File: src/rtl/dpll_phase_filter.sv
// rtl/dpll_phase_filter.sv - Bang-bang phase detector and random-walk K-counter loop filter
`timescale 1ns/1ps
module dpll_phase_filter #(
   parameter int K          = 8,
   parameter int HOLDOFF    = 4,
   parameter int LOCK_EDGES = 16
) (
   input  logic                   clk_i,
   input  logic                   reset_i,
   input  logic                   enable_i,
   input  logic                   ref_i,
   input  logic                   fb_i,
   output logic                   positiveShift_o,
   output logic                   negativeShift_o,
   output logic [$clog2(K)+1:0]   vote_cnt_o,
   output logic                   locked_o
);

   localparam int CW = $clog2(K) + 2;
   localparam logic signed [CW-1:0] CNT_POS   = CW'(K);
   localparam logic signed [CW-1:0] CNT_NEG   = CW'(-K);
   localparam logic signed [CW-1:0] CNT_ONE   = CW'(1);
   localparam logic [7:0]           HOLD_LOAD = 8'(HOLDOFF);
   localparam logic [15:0]          LOCK_MAX  = 16'(LOCK_EDGES);

   logic ref_meta_q, ref_meta_d;
   logic ref_s_q, ref_s_d;
   logic ref_dly_q, ref_dly_d;
   logic fb_meta_q, fb_meta_d;
   logic fb_s_q, fb_s_d;

   logic signed [CW-1:0] cnt_q, cnt_d;
   logic                 pos_q, pos_d;
   logic                 neg_q, neg_d;
   logic [7:0]           hold_q, hold_d;
   logic [15:0]          lock_cnt_q, lock_cnt_d;
   logic                 locked_q, locked_d;

   logic                 edge_cycle;
   logic                 pulse_now;
   logic                 vote_ok;
   logic signed [CW-1:0] cnt_next;

   // Two-flop synchronizers for ref/fb plus the delayed ref copy used for edge detection
   always_comb begin
      ref_meta_d = ref_i;
      ref_s_d    = ref_meta_q;
      ref_dly_d  = ref_s_q;
      fb_meta_d  = fb_i;
      fb_s_d     = fb_meta_q;
   end

   // Vote on each ref rising edge, integrate in the K-counter, manage holdoff and lock
   always_comb begin
      edge_cycle = ref_s_q & ~ref_dly_q;
      pulse_now  = pos_q | neg_q;
      vote_ok    = edge_cycle && (hold_q == 8'd0);
      // fb still low at the ref edge means feedback is late: count up
      cnt_next   = fb_s_q ? (cnt_q - CNT_ONE) : (cnt_q + CNT_ONE);

      cnt_d      = cnt_q;
      pos_d      = 1'b0;
      neg_d      = 1'b0;
      hold_d     = hold_q;
      lock_cnt_d = lock_cnt_q;

      if (!enable_i) begin
         cnt_d      = '0;
         hold_d     = '0;
         lock_cnt_d = '0;
      end else begin
         if (vote_ok) begin
            if (cnt_next == CNT_POS) begin
               pos_d = 1'b1;
               cnt_d = '0;
            end else if (cnt_next == CNT_NEG) begin
               neg_d = 1'b1;
               cnt_d = '0;
            end else begin
               cnt_d = cnt_next;
            end
         end

         if (pulse_now) begin
            hold_d = HOLD_LOAD;
         end else if (hold_q != 8'd0) begin
            hold_d = hold_q - 8'd1;
         end

         // A shift pulse restarts the lock qualification; discarded edges still count
         if (pulse_now) begin
            lock_cnt_d = '0;
         end else if (edge_cycle && (lock_cnt_q != LOCK_MAX)) begin
            lock_cnt_d = lock_cnt_q + 16'd1;
         end
      end

      // Looks at the next lock count so the flag drops the cycle right after a pulse
      locked_d = (lock_cnt_d == LOCK_MAX);
   end

   // Synchronizer and edge register state
   always_ff @(posedge clk_i or posedge reset_i) begin
      if (reset_i) begin
         ref_meta_q <= 1'b0;
         ref_s_q    <= 1'b0;
         ref_dly_q  <= 1'b0;
         fb_meta_q  <= 1'b0;
         fb_s_q     <= 1'b0;
      end else begin
         ref_meta_q <= ref_meta_d;
         ref_s_q    <= ref_s_d;
         ref_dly_q  <= ref_dly_d;
         fb_meta_q  <= fb_meta_d;
         fb_s_q     <= fb_s_d;
      end
   end

   // Loop filter state: counter, shift pulses, holdoff timer and lock tracking
   always_ff @(posedge clk_i or posedge reset_i) begin
      if (reset_i) begin
         cnt_q      <= '0;
         pos_q      <= 1'b0;
         neg_q      <= 1'b0;
         hold_q     <= '0;
         lock_cnt_q <= '0;
         locked_q   <= 1'b0;
      end else begin
         cnt_q      <= cnt_d;
         pos_q      <= pos_d;
         neg_q      <= neg_d;
         hold_q     <= hold_d;
         lock_cnt_q <= lock_cnt_d;
         locked_q   <= locked_d;
      end
   end

   assign positiveShift_o = pos_q;
   assign negativeShift_o = neg_q;
   assign vote_cnt_o      = cnt_q;
   assign locked_o        = locked_q;

endmodule

File: config.mk
export PLATFORM = sky130hd
export DESIGN_NAME = dpll_phase_filter
export DESIGN_NICKNAME = d
export VERILOG_FILES = /design/src/rtl/dpll_phase_filter.sv
export SDC_FILE = /design/constraint.sdc
export NUM_CORES = 1
export LEC_CHECK = 0
export CAP_MARGIN = 20
export CORE_MARGIN = 5
export CORE_UTILIZATION = 61
export CTS_BUF_LIST = sky130_fd_sc_hd__clkbuf_8
export DETAILED_ROUTE_END_ITERATION = 12
export PLACE_DENSITY = 0.89
export SYNTH_ARGS = -nofsm -noshare
export SYNTH_HDL_FRONTEND = slang
export SYNTH_SLANG_ARGS = --single-unit
File: constraint.sdc
create_clock -name clk_i -period 2.7 [get_ports clk_i]
set_input_delay 0.27 -clock clk_i [delete_from_list [all_inputs] [get_ports clk_i]]
set_output_delay 0.27 -clock clk_i [all_outputs]
set_load 0.01 [all_outputs]
==> flow_metrics.py, run 1 <==
metrics = {
    "status": {
        "outcome": "finished, final reports clean",
    },
    "placed_design": {
        "dp_hpwl_mm": 2.87,
        "io_buffers": 12,
        "gp_congestion": 0.856,
    },
    "floorplan": {
        "initial_core_util_pct": 64.2,
        "fp.coreArea_sq_um": 3100,
        "die_y_um": 67.1,
        "die_w_um": 67.1,
        "dieArea_sq_um": 4510,
        "placementRows": 20,
        "io_pins": 13,
    },
    "clock_network": {
        "clockRootBuffer": "clkbuf_8",
        "cts_setup_buffers": 0,
        "clkTransAtPathRegs_ns": 0.06,
        "hold_buffers": 0,
        "cts_resized": 0,
        "cts-htree-levels": 2,
        "cts_max_path_buffers": 2,
        "tritoncts": "built",
        "cts_sinks": 37,
        "cts_buffers": 5,
        "clk_latency_ns": 0.29,
    },
    "detailed_routing": {
        "wire_per_inst_um": 14.8,
        "routed-via-count": 1505,
        "drc": 0,
        "detail-route-antenna-nets": 0,
        "drtPass1Iterations": 5,
        "vias_per_cell": 5.79,
        "routed_wl_mm": 3.84,
        "drtIter0Drc": 177,
    },
    "worst_setup_path": {
        "critPathCaptureType": "flop",
        "cp.required_ns": 2.90,
        "cp_max_fo": 5,
        "path_class": "flop to flop",
        "critPathLaunchType": "flop",
        "arrival_ns": 2.56,
    },
    "min_path": {
        "hp-class": "flop to flop",
    },
    "yosys": {
        "synth_fp_nets": 210,
        "synth_edf_count": 0,
        "avgSynthCellArea_sq_um": 10.1,
        "synthCells": 197,
        "synth-main-ff-cell": "dfrtp_1",
        "synth_largest_area_cell": "dfrtp_1",
        "synth.distinct_cells": 44,
        "synthArstFlopShare_pct": 100,
        "netlist_top_cells_area": "dfrtp_1, xnor2_1, nor2_1, ha_1, xor2_1",
        "ys_seq_area_share_pct": 46.5,
        "yosysTopAreaCellShare_pct": 46.5,
        "syn_area_sq_um": 1990,
        "ys_warn_count": 0,
        "ys_ff_latch": 37,
    },
    "grt": {
        "grt_overflow_total": 0,
        "antenna_found_initial": 0,
        "grt_start_max_net_pins": 38,
        "first_global_vias": 1511,
        "track_usage_pct": 20.4,
        "grt_pass1_wl_mm": 6.74,
    },
    "final_layout": {
        "final_cell_mix": "dfrtp_1, nor2_1, nand2_1, xnor2_1, clkdlybuf4s50_1",
        "antenna_cells": 0,
        "final_nets": 228,
        "layout.cells.most_common": "dfrtp_1",
        "synthToLayoutAreaGrowth_pct": 13.3,
        "drive_gt1_share_pct": 10.2,
        "nFillCells": 240,
    },
    "pwr": {
        "p_per_area_nw_per_um2": 658,
        "finalPower_mw": 1.49,
        "ir_drop_mv": 0.417,
        "p_leak_nw": 1.02,
    },
    "timing": {
        "tns_ns": 0,
        "tightest_slew_ns": 0.479,
        "finalCritPeriodShare_pct": 87.3,
        "period_needed_ns": 2.36,
        "slew_headroom_pct": 67.8,
        "setup_violations": 0,
        "slew_violations": 0,
        "skew_ns": 0.00797,
        "clock.fmax_ghz": 0.424,
        "rsz0062_at_grt": "no",
        "hold_viol": 0,
    },
    "flow_run": {
        "maxCapViolCount": 0,
    },
}
## power breakdown
part           internal [mW]  leakage [nW]  switching [mW]
sequential             0.614         0.498          0.0594
clock                  0.175        0.0491           0.178
combinational          0.227         0.474           0.232
## sequential cells by signal, summed over array words and instances (netlist names)
signal / cells
ref_dly_q: 1
fb_s_q: 1
negativeShift_o: 1
vote_cnt_o: 5
ref_dly_d: 1
positiveShift_o: 1
fb_meta_q: 1
ref_meta_q: 1
lock_cnt_q: 16
locked_o: 1
hold_q: 8
## routing by layer
| metal | track usage, % | routed length, um | up-vias |
|---|---|---|---|
| met5 | 0 | 0 | - |
| met4 | 11.1 | 94 | 0 |
| met3 | 6.41 | 206 | 12 |
| met2 | 32.9 | 1970 | 57 |
| met1 | 24.2 | 1560 | 728 |
| li1 | - | - | 708 |
## worst max-delay path: stages, from the launching register on
cell and delay (ns):
dfrtp_1 0.44, ha_1 0.24, nand4b_1 0.22, nor4_2 0.44, mux2i_1 0.25, nand3_1 0.09
a2111o_1 0.38, a211oi_2 0.21
## logic make-up after synthesis
| group | after synthesis | synth area share (%) |
|---|---|---|
| XOR/XNOR | 23 | 10.1 |
| AND/OR/NAND/NOR | 91 | 25.9 |
| flip-flops | 37 | 46.5 |
| multiplexers | 3 | 1.63 |
| AO/OA/AOI/OAI | 22 | 7.79 |
| buffers and inverters | 13 | 2.64 |
| adder cells (fa/ha/maj) | 8 | 5.41 |
## layout make-up
type                    instances  area, sq um  area share, %
repair buffers                 16          150           6.66
well taps                      44         55.1           2.44
multi-input cells             147         1010           44.9
clock buffers                   5         68.8           3.05
clock inverters                 3         13.8          0.610
flip-flops and latches         37          926           41.0
inverters                       8         30.0           1.33
## cell usage after synthesis, types with 3 or more instances
library cell / instances
ha_1: 7
xor2_1: 7
and2_1: 6
buf_2: 3
a21oi_1: 6
dfrtp_1: 37
o21ai_0: 3
nand3_1: 8
nor2_1: 26
nand4_1: 4
nor4_1: 4
xnor2_1: 16
inv_1: 8
nor3_1: 6
nand2_1: 16
nor2b_1: 5
## final timing paths
kind | startpoint | end | slack (ns) | depth (start not counted)
worst max-delay path | lock_cnt_q[1] | locked_o | 0.34 | 7
min in group asynchronous | reset_i | vote_cnt_o[0] | 0.40 | 3
max in group asynchronous | reset_i | vote_cnt_o[4] | 1.98 | 3
worst min register to register | fb_meta_q | fb_s_q | 0.35 | 0
worst min-delay path | fb_meta_q | fb_s_q | 0.35 | 0
worst max register to register | lock_cnt_q[1] | locked_o | 0.34 | 7
## per-stage QoR
step	hold WS (ns)	cell area [sq um]	setup WS [ns]	cells	util, %
finish	0.351	2260	0.343	260	72.7
global route	0.368	2260	0.199	260	72.7
CTS	0.353	2260	0.352	260	72.7
detailed placement	0.341	2170	0.414	252	70.0
global placement	0.337	2170	0.472	252	70.0
floorplan	0.301	1990	0.564	197	-
Power figures use the tool's default switching activity.
==> inputs of run 2 (changes only) <==
--- a/config.mk
+++ b/config.mk
@@ -5,9 +5,10 @@
 export SDC_FILE = /design/constraint.sdc
 export NUM_CORES = 1
 export LEC_CHECK = 0
+export ABC_AREA = 1
 export CAP_MARGIN = 20
 export CORE_MARGIN = 5
-export CORE_UTILIZATION = 61
+export CORE_UTILIZATION = 62
 export CTS_BUF_LIST = sky130_fd_sc_hd__clkbuf_8
 export DETAILED_ROUTE_END_ITERATION = 12
 export PLACE_DENSITY = 0.89
==> flow_metrics.py, run 2 <==
metrics = {
    "yosys": {
        "synthArstFlopShare_pct": 100,
        "synth.distinct_cells": 33,
        "yosysMostFrequentCell": "nand2_1",
        "syn_area_sq_um": 2230,
        "synthCells": 294,
        "ys_warn_count": 0,
        "yosysTopAreaCellShare_pct": 41.6,
        "synth_largest_area_cell": "dfrtp_1",
        "synth-main-ff-cell": "dfrtp_1",
        "synth_fp_nets": 307,
        "ys_ff_latch": 37,
        "synth_common_cells": "nand2_1, inv_1, dfrtp_1",
        "synth_edf_count": 0,
        "avgSynthCellArea_sq_um": 7.58,
        "ys_seq_area_share_pct": 41.6,
        "netlist_top_cells_area": "dfrtp_1, nand2_1, inv_1, nand3_1, nor2_1",
    },
    "detailed_routing": {
        "detail-route-antenna-nets": 0,
        "drtPass1Iterations": 4,
        "drc": 0,
        "wire_per_inst_um": 12.2,
        "routed_wl_mm": 4.33,
        "vias_per_cell": 5.20,
        "routed-via-count": 1850,
        "drtIter0Drc": 166,
    },
    "worst_setup_path": {
        "path_class": "flop to flop",
        "cp_max_fo": 15,
        "critPathCaptureType": "flop",
        "critPathLaunchType": "flop",
        "cp.required_ns": 2.93,
        "ff2ff_path_depth": 14,
        "rrSetupSlack_ns": 0.73,
        "arrival_ns": 2.20,
        "regToRegEndpoint": "locked_o",
        "rr_startpoint": "lock_cnt_q[0]",
    },
    "floorplan": {
        "fp.coreArea_sq_um": 3420,
        "placementRows": 21,
        "die_y_um": 69.9,
        "io_pins": 13,
        "die_w_um": 69.9,
        "initial_core_util_pct": 65.2,
        "dieArea_sq_um": 4890,
    },
    "pwr": {
        "p_leak_nw": 1.30,
        "p_per_area_nw_per_um2": 567,
        "ir_drop_mv": 0.410,
        "finalPower_mw": 1.39,
    },
    "timing": {
        "hold_viol": 0,
        "clock.fmax_ghz": 0.508,
        "fin_ws_ns": 0.732,
        "finalCritPeriodShare_pct": 72.9,
        "rsz0062_at_grt": "no",
        "slew_violations": 0,
        "setup_violations": 0,
        "tightest_slew_ns": 0.657,
        "worst_hold_slack_ns": 0.352,
        "slew_headroom_pct": 56.2,
        "period_needed_ns": 1.97,
        "skew_ns": 0.00483,
        "tns_ns": 0,
    },
    "flow_run": {
        "maxCapViolCount": 0,
    },
    "placed_design": {
        "post_dp_cell_area_sq_um": 2370,
        "place_ws_ns": 0.615,
        "gp_congestion": 0.914,
        "dp_hpwl_mm": 3.24,
        "dp.cells": 348,
        "io_buffers": 12,
    },
    "final_layout": {
        "multi_input_area_sq_um": 1070,
        "synthToLayoutAreaGrowth_pct": 10.4,
        "layout.cells.most_common": "nand2_1",
        "seq_area_sq_um": 926,
        "stdcell_count": 356,
        "stdcell_area_sq_um": 2460,
        "fin_util_pct": 72.0,
        "regMostFlops": "lock_cnt_q",
        "nFillCells": 277,
        "final_cell_mix": "nand2_1, inv_1, dfrtp_1",
        "antenna_cells": 0,
        "drive_gt1_share_pct": 10.3,
        "final_nets": 322,
        "largest_reg_flops": 16,
    },
    "clock_network": {
        "cts_sinks": 37,
        "tritoncts": "built",
        "clockRootBuffer": "clkbuf_8",
        "cts-htree-levels": 2,
        "hold_buffers": 0,
        "clkTransAtPathRegs_ns": 0.08,
        "clk_latency_ns": 0.29,
        "cts_buffers": 5,
        "cts_resized": 0,
        "cts_max_path_buffers": 2,
        "cts_setup_buffers": 0,
    },
    "min_path": {
        "hp-class": "flop to flop",
        "hold_end": "fb_s_q",
        "whs_path_depth": 0,
        "min_from": "fb_meta_q",
    },
    "grt": {
        "track_usage_pct": 19.7,
        "grt_start_max_net_pins": 38,
        "first_global_vias": 1830,
        "antenna_found_initial": 0,
        "grt_overflow_total": 0,
        "grt_pass1_wl_mm": 7.77,
    },
    "status": {
        "outcome": "finished, final reports clean",
    },
}
[run 2: cell count changes after synthesis, sizes merged, moves of 5 or more]
| cell | before | now |
|---|---|---|
| nand2 | 17 | 78 |
| inv | 8 | 50 |
| nand3 | 9 | 29 |
| nor2 | 26 | 42 |
| xnor2 | 16 | 6 |
| o21ai | 3 | 10 |
| and2 | 6 | 1 |
| nor2b | 5 | 0 |
| nor4 | 6 | 1 |
| xor2 | 7 | 2 |
[run 2: kinds of logic (layout without fill, tap and decap cells)]
group	Yosys count	count (layout)	synth area share [%]
buffers and inverters	55	71	10.2
flip-flops	37	37	41.6
AO/OA/AOI/OAI	21	21	5.39
AND/OR/NAND/NOR	165	165	34.8
XOR/XNOR	8	8	3.15
adder cells (fa/ha/maj)	8	8	4.83
[run 2: area by class of cell]
| cell class | instances | share of cell area (%) |
|---|---|---|
| clock buffer | 5 | 2.80 |
| clock inverter | 3 | 0.712 |
| inverter | 50 | 7.63 |
| multi-input combinational | 202 | 43.7 |
| sequential | 37 | 37.7 |
| tap | 46 | 2.34 |
| timing repair buffer | 13 | 5.19 |
[run 2: where the power goes]
part | total, mW | internal (mW) | switching (mW)
combinational | 0.348 | 0.131 | 0.216
clock | 0.385 | 0.178 | 0.207
sequential | 0.660 | 0.611 | 0.0494
total | 1.39 | 0.920 | 0.473
[run 2: worst max path at each step]
stage,cells past startpoint,slack [ns],startpoint,end
floorplan,14,1.04,lock_cnt_q[0],locked_o
global placement,9,0.67,enable_i,locked_o
detailed placement,10,0.61,enable_i,locked_o
CTS,14,0.72,lock_cnt_q[0],locked_o
global route,14,0.54,lock_cnt_q[0],locked_o
finish,14,0.73,lock_cnt_q[0],locked_o
[run 2: per-layer routing]
metal / share of wire (%) / routed length [um] / track usage (%) / vias up
li1: - / - / - / 945
met2: 48 / 2090 / 33.6 / 44
met4: 1.4 / 62 / 8.30 / 0
met1: 46 / 2000 / 24.6 / 856
met5: 0 / 0 / 0 / -
met3: 4.0 / 172 / 3.30 / 5
[run 2: worst max-delay path: stages, from the launching register on]
cell and delay, ns:
dfrtp_1 0.41, inv_1 0.14, ha_1 0.16, nand3_1 0.11, nor2_4 0.14, nand2_4 0.12, nand2_4 0.18, inv_2 0.08
nand2_1 0.07, nand2_1 0.06, nand2_1 0.07, nand2_1 0.08, nor2_1 0.10, nand2_1 0.08, nor2_2 0.11
==> inputs of run 3 (changes only) <==
==> constraint.sdc (replaced) <==
create_clock -name clk_i -period 1.9 [get_ports clk_i]
set_input_delay 0.19 -clock clk_i [delete_from_list [all_inputs] [get_ports clk_i]]
set_output_delay 0.19 -clock clk_i [all_outputs]
set_load 0.01 [all_outputs]
==> flow_metrics.py, run 3 (synthesis gave the netlist of run 2 again) <==
metrics = {
    "status": {
        "outcome": "finished, final reports clean",
    },
    "grt": {
        "grt_start_max_net_pins": 38,
        "track_usage_pct": 19.4,
        "antenna_found_initial": 0,
        "first_global_vias": 1878,
        "grt_overflow_total": 0,
        "grt_pass1_wl_mm": 7.71,
    },
    "final_layout": {
        "largest_reg_flops": 16,
        "fin_util_pct": 80.6,
        "layout.cells.most_common": "nand2_1",
        "drive_gt1_share_pct": 22.2,
        "final_cell_mix": "nand2_1, inv_1, dfrtp_1",
        "final_nets": 341,
        "antenna_cells": 0,
        "stdcell_count": 375,
        "synthToLayoutAreaGrowth_pct": 23.7,
        "regMostFlops": "lock_cnt_q",
    },
    "floorplan": {
        "placementRows": 21,
        "die_w_um": 69.9,
        "io_pins": 13,
        "fp.coreArea_sq_um": 3420,
        "die_y_um": 69.9,
        "dieArea_sq_um": 4890,
        "initial_core_util_pct": 65.2,
    },
    "worst_setup_path": {
        "cpMaxStageDelayCell": "dfrtp_1",
        "path_buf_inv": 4,
        "critPathCaptureType": "flop",
        "worstPathCellList": "inv_1 -> ha_2 -> inv_2 -> or2_1 -> inv_2 -> nand3_4 -> nor3_4 -> nand2_1 -> nand2_1 -> inv_2 -> a22o_1",
        "critPathLaunchType": "flop",
        "critical-path-top-delay-family": "simple AND/OR/NAND/NOR gates",
        "max_stage_delay_ns": 0.40,
        "path_class": "flop to flop",
        "rr_startpoint": "hold_q[1]",
        "arrival_ns": 2.04,
        "crit_top_cell": "inv_2",
        "crit_start": "hold_q[1]",
        "cp_max_fo": 5,
        "cp.required_ns": 2.08,
    },
    "timing": {
        "tns_ns": 0,
        "rsz0062_at_grt": "yes",
        "hold_viol": 0,
        "tightest_slew_ns": 0.446,
        "skew_ns": 0.00622,
        "worst_hold_slack_ns": 0.288,
        "period_needed_ns": 1.87,
        "slew_headroom_pct": 70.3,
        "clock.fmax_ghz": 0.536,
        "setup_violations": 0,
        "slew_violations": 0,
        "finalCritPeriodShare_pct": 98.2,
    },
    "clock_network": {
        "tritoncts": "built",
        "clk_latency_ns": 0.29,
        "hold_buffers": 0,
        "cts_buffers": 5,
        "cts-htree-levels": 2,
        "clockRootBuffer": "clkbuf_8",
        "cts_sinks": 37,
        "clkTransAtPathRegs_ns": 0.07,
        "cts_max_path_buffers": 2,
    },
    "detailed_routing": {
        "detail-route-antenna-nets": 0,
        "drtPass1Iterations": 5,
        "drtIter0Drc": 172,
        "dr_wl_met3_um": 244,
        "vias_per_cell": 5.34,
        "wire_per_inst_um": 13.5,
        "highest_layer": "met4",
        "drc": 0,
        "routed-via-count": 2003,
        "wl_met1_mm": 2.16,
        "routed_wl_mm": 5.06,
        "routed-wl-met2_mm": 2.53,
    },
    "pwr": {
        "p_per_area_nw_per_um2": 859,
        "ir_drop_mv": 0.926,
        "p_leak_nw": 1.42,
    },
    "placed_design": {
        "dp.cells": 355,
        "io_buffers": 12,
        "gp_congestion": 0.871,
        "dp_hpwl_mm": 3.35,
    },
    "flow_run": {
        "maxCapViolCount": 0,
    },
    "min_path": {
        "hp-class": "input port to asynchronous set/reset pin",
    },
}
## run 3: changes by cell type in the layout (fill, tap and decap cells not counted), sizes merged
cell / previous run / this run
buf: 1 / 19
clkinvlp: 1 / 0
bufinv: 0 / 1
inv: 50 / 51
nand2: 78 / 79
clkinv: 2 / 0
clkbuf: 5 / 6
## run 3: power by group
part	switching [mW]	internal, mW	total [mW]
Combinational	0.411	0.310	0.721
Sequential	0.0782	0.868	0.947
Clock	0.276	0.422	0.698
## run 3: layer usage
| metal | up-vias | track usage, % |
|---|---|---|
| met5 | - | 0 |
| met4 | 0 | 9.36 |
| met3 | 13 | 4.73 |
| met2 | 64 | 32.1 |
| met1 | 936 | 23.6 |
| li1 | 990 | - |
## run 3: through the flow
| step | area (sq um) | setup WS [ns] | total power [mW] |
|---|---|---|---|
| 2_1_floorplan | 2230 | 0.239 | 1.32 |
| 4_1_cts | 2540 | 0.0152 | 2.16 |
| 3_5_place_dp | 2420 | 0.0420 | 1.46 |
| 5_1_grt | 2750 | -0.0531 | 2.50 |
| 6_report | 2750 | 0.0343 | 2.37 |
| 3_3_place_gp | 2420 | 0.0798 | 1.44 |
## run 3: worst register-to-register path, delay by kind of cell (launching register included)
family | cells | cell delay (ns)
flops | 1 | 0.40
fa+ha+maj | 1 | 0.16
buf+inv | 4 | 0.25
simple gates | 5 | 0.76
compound gates | 1 | 0.18
## run 3: cell type report
class / count / area (sq um)
Clock buffer: 6 / 82.6
Multi-Input combinational cell: 203 / 1200
Sequential cell: 37 / 926
Inverter: 50 / 188
Clock inverter: 2 / 33.8
Fill cell: 207 / 662
Timing Repair Buffer: 31 / 270
Tap cell: 46 / 57.6
## run 3: final timing paths
kind	end	depth (start not counted)	slack (ns)
max	vote_cnt_o[2]	11	0.03
min	negativeShift_o	3	0.29
max reg2reg	vote_cnt_o[2]	11	0.03
min reg2reg	fb_s_q	0	0.35
max in group asynchronous	lock_cnt_q[14]	3	1.29
min in group clk_i	ref_meta_q	1	0.33
## run 3: timing repair
action	CTS	global route
setup buffers	0	11
endpoints found under the setup margin	0	14
resized for setup	0	34
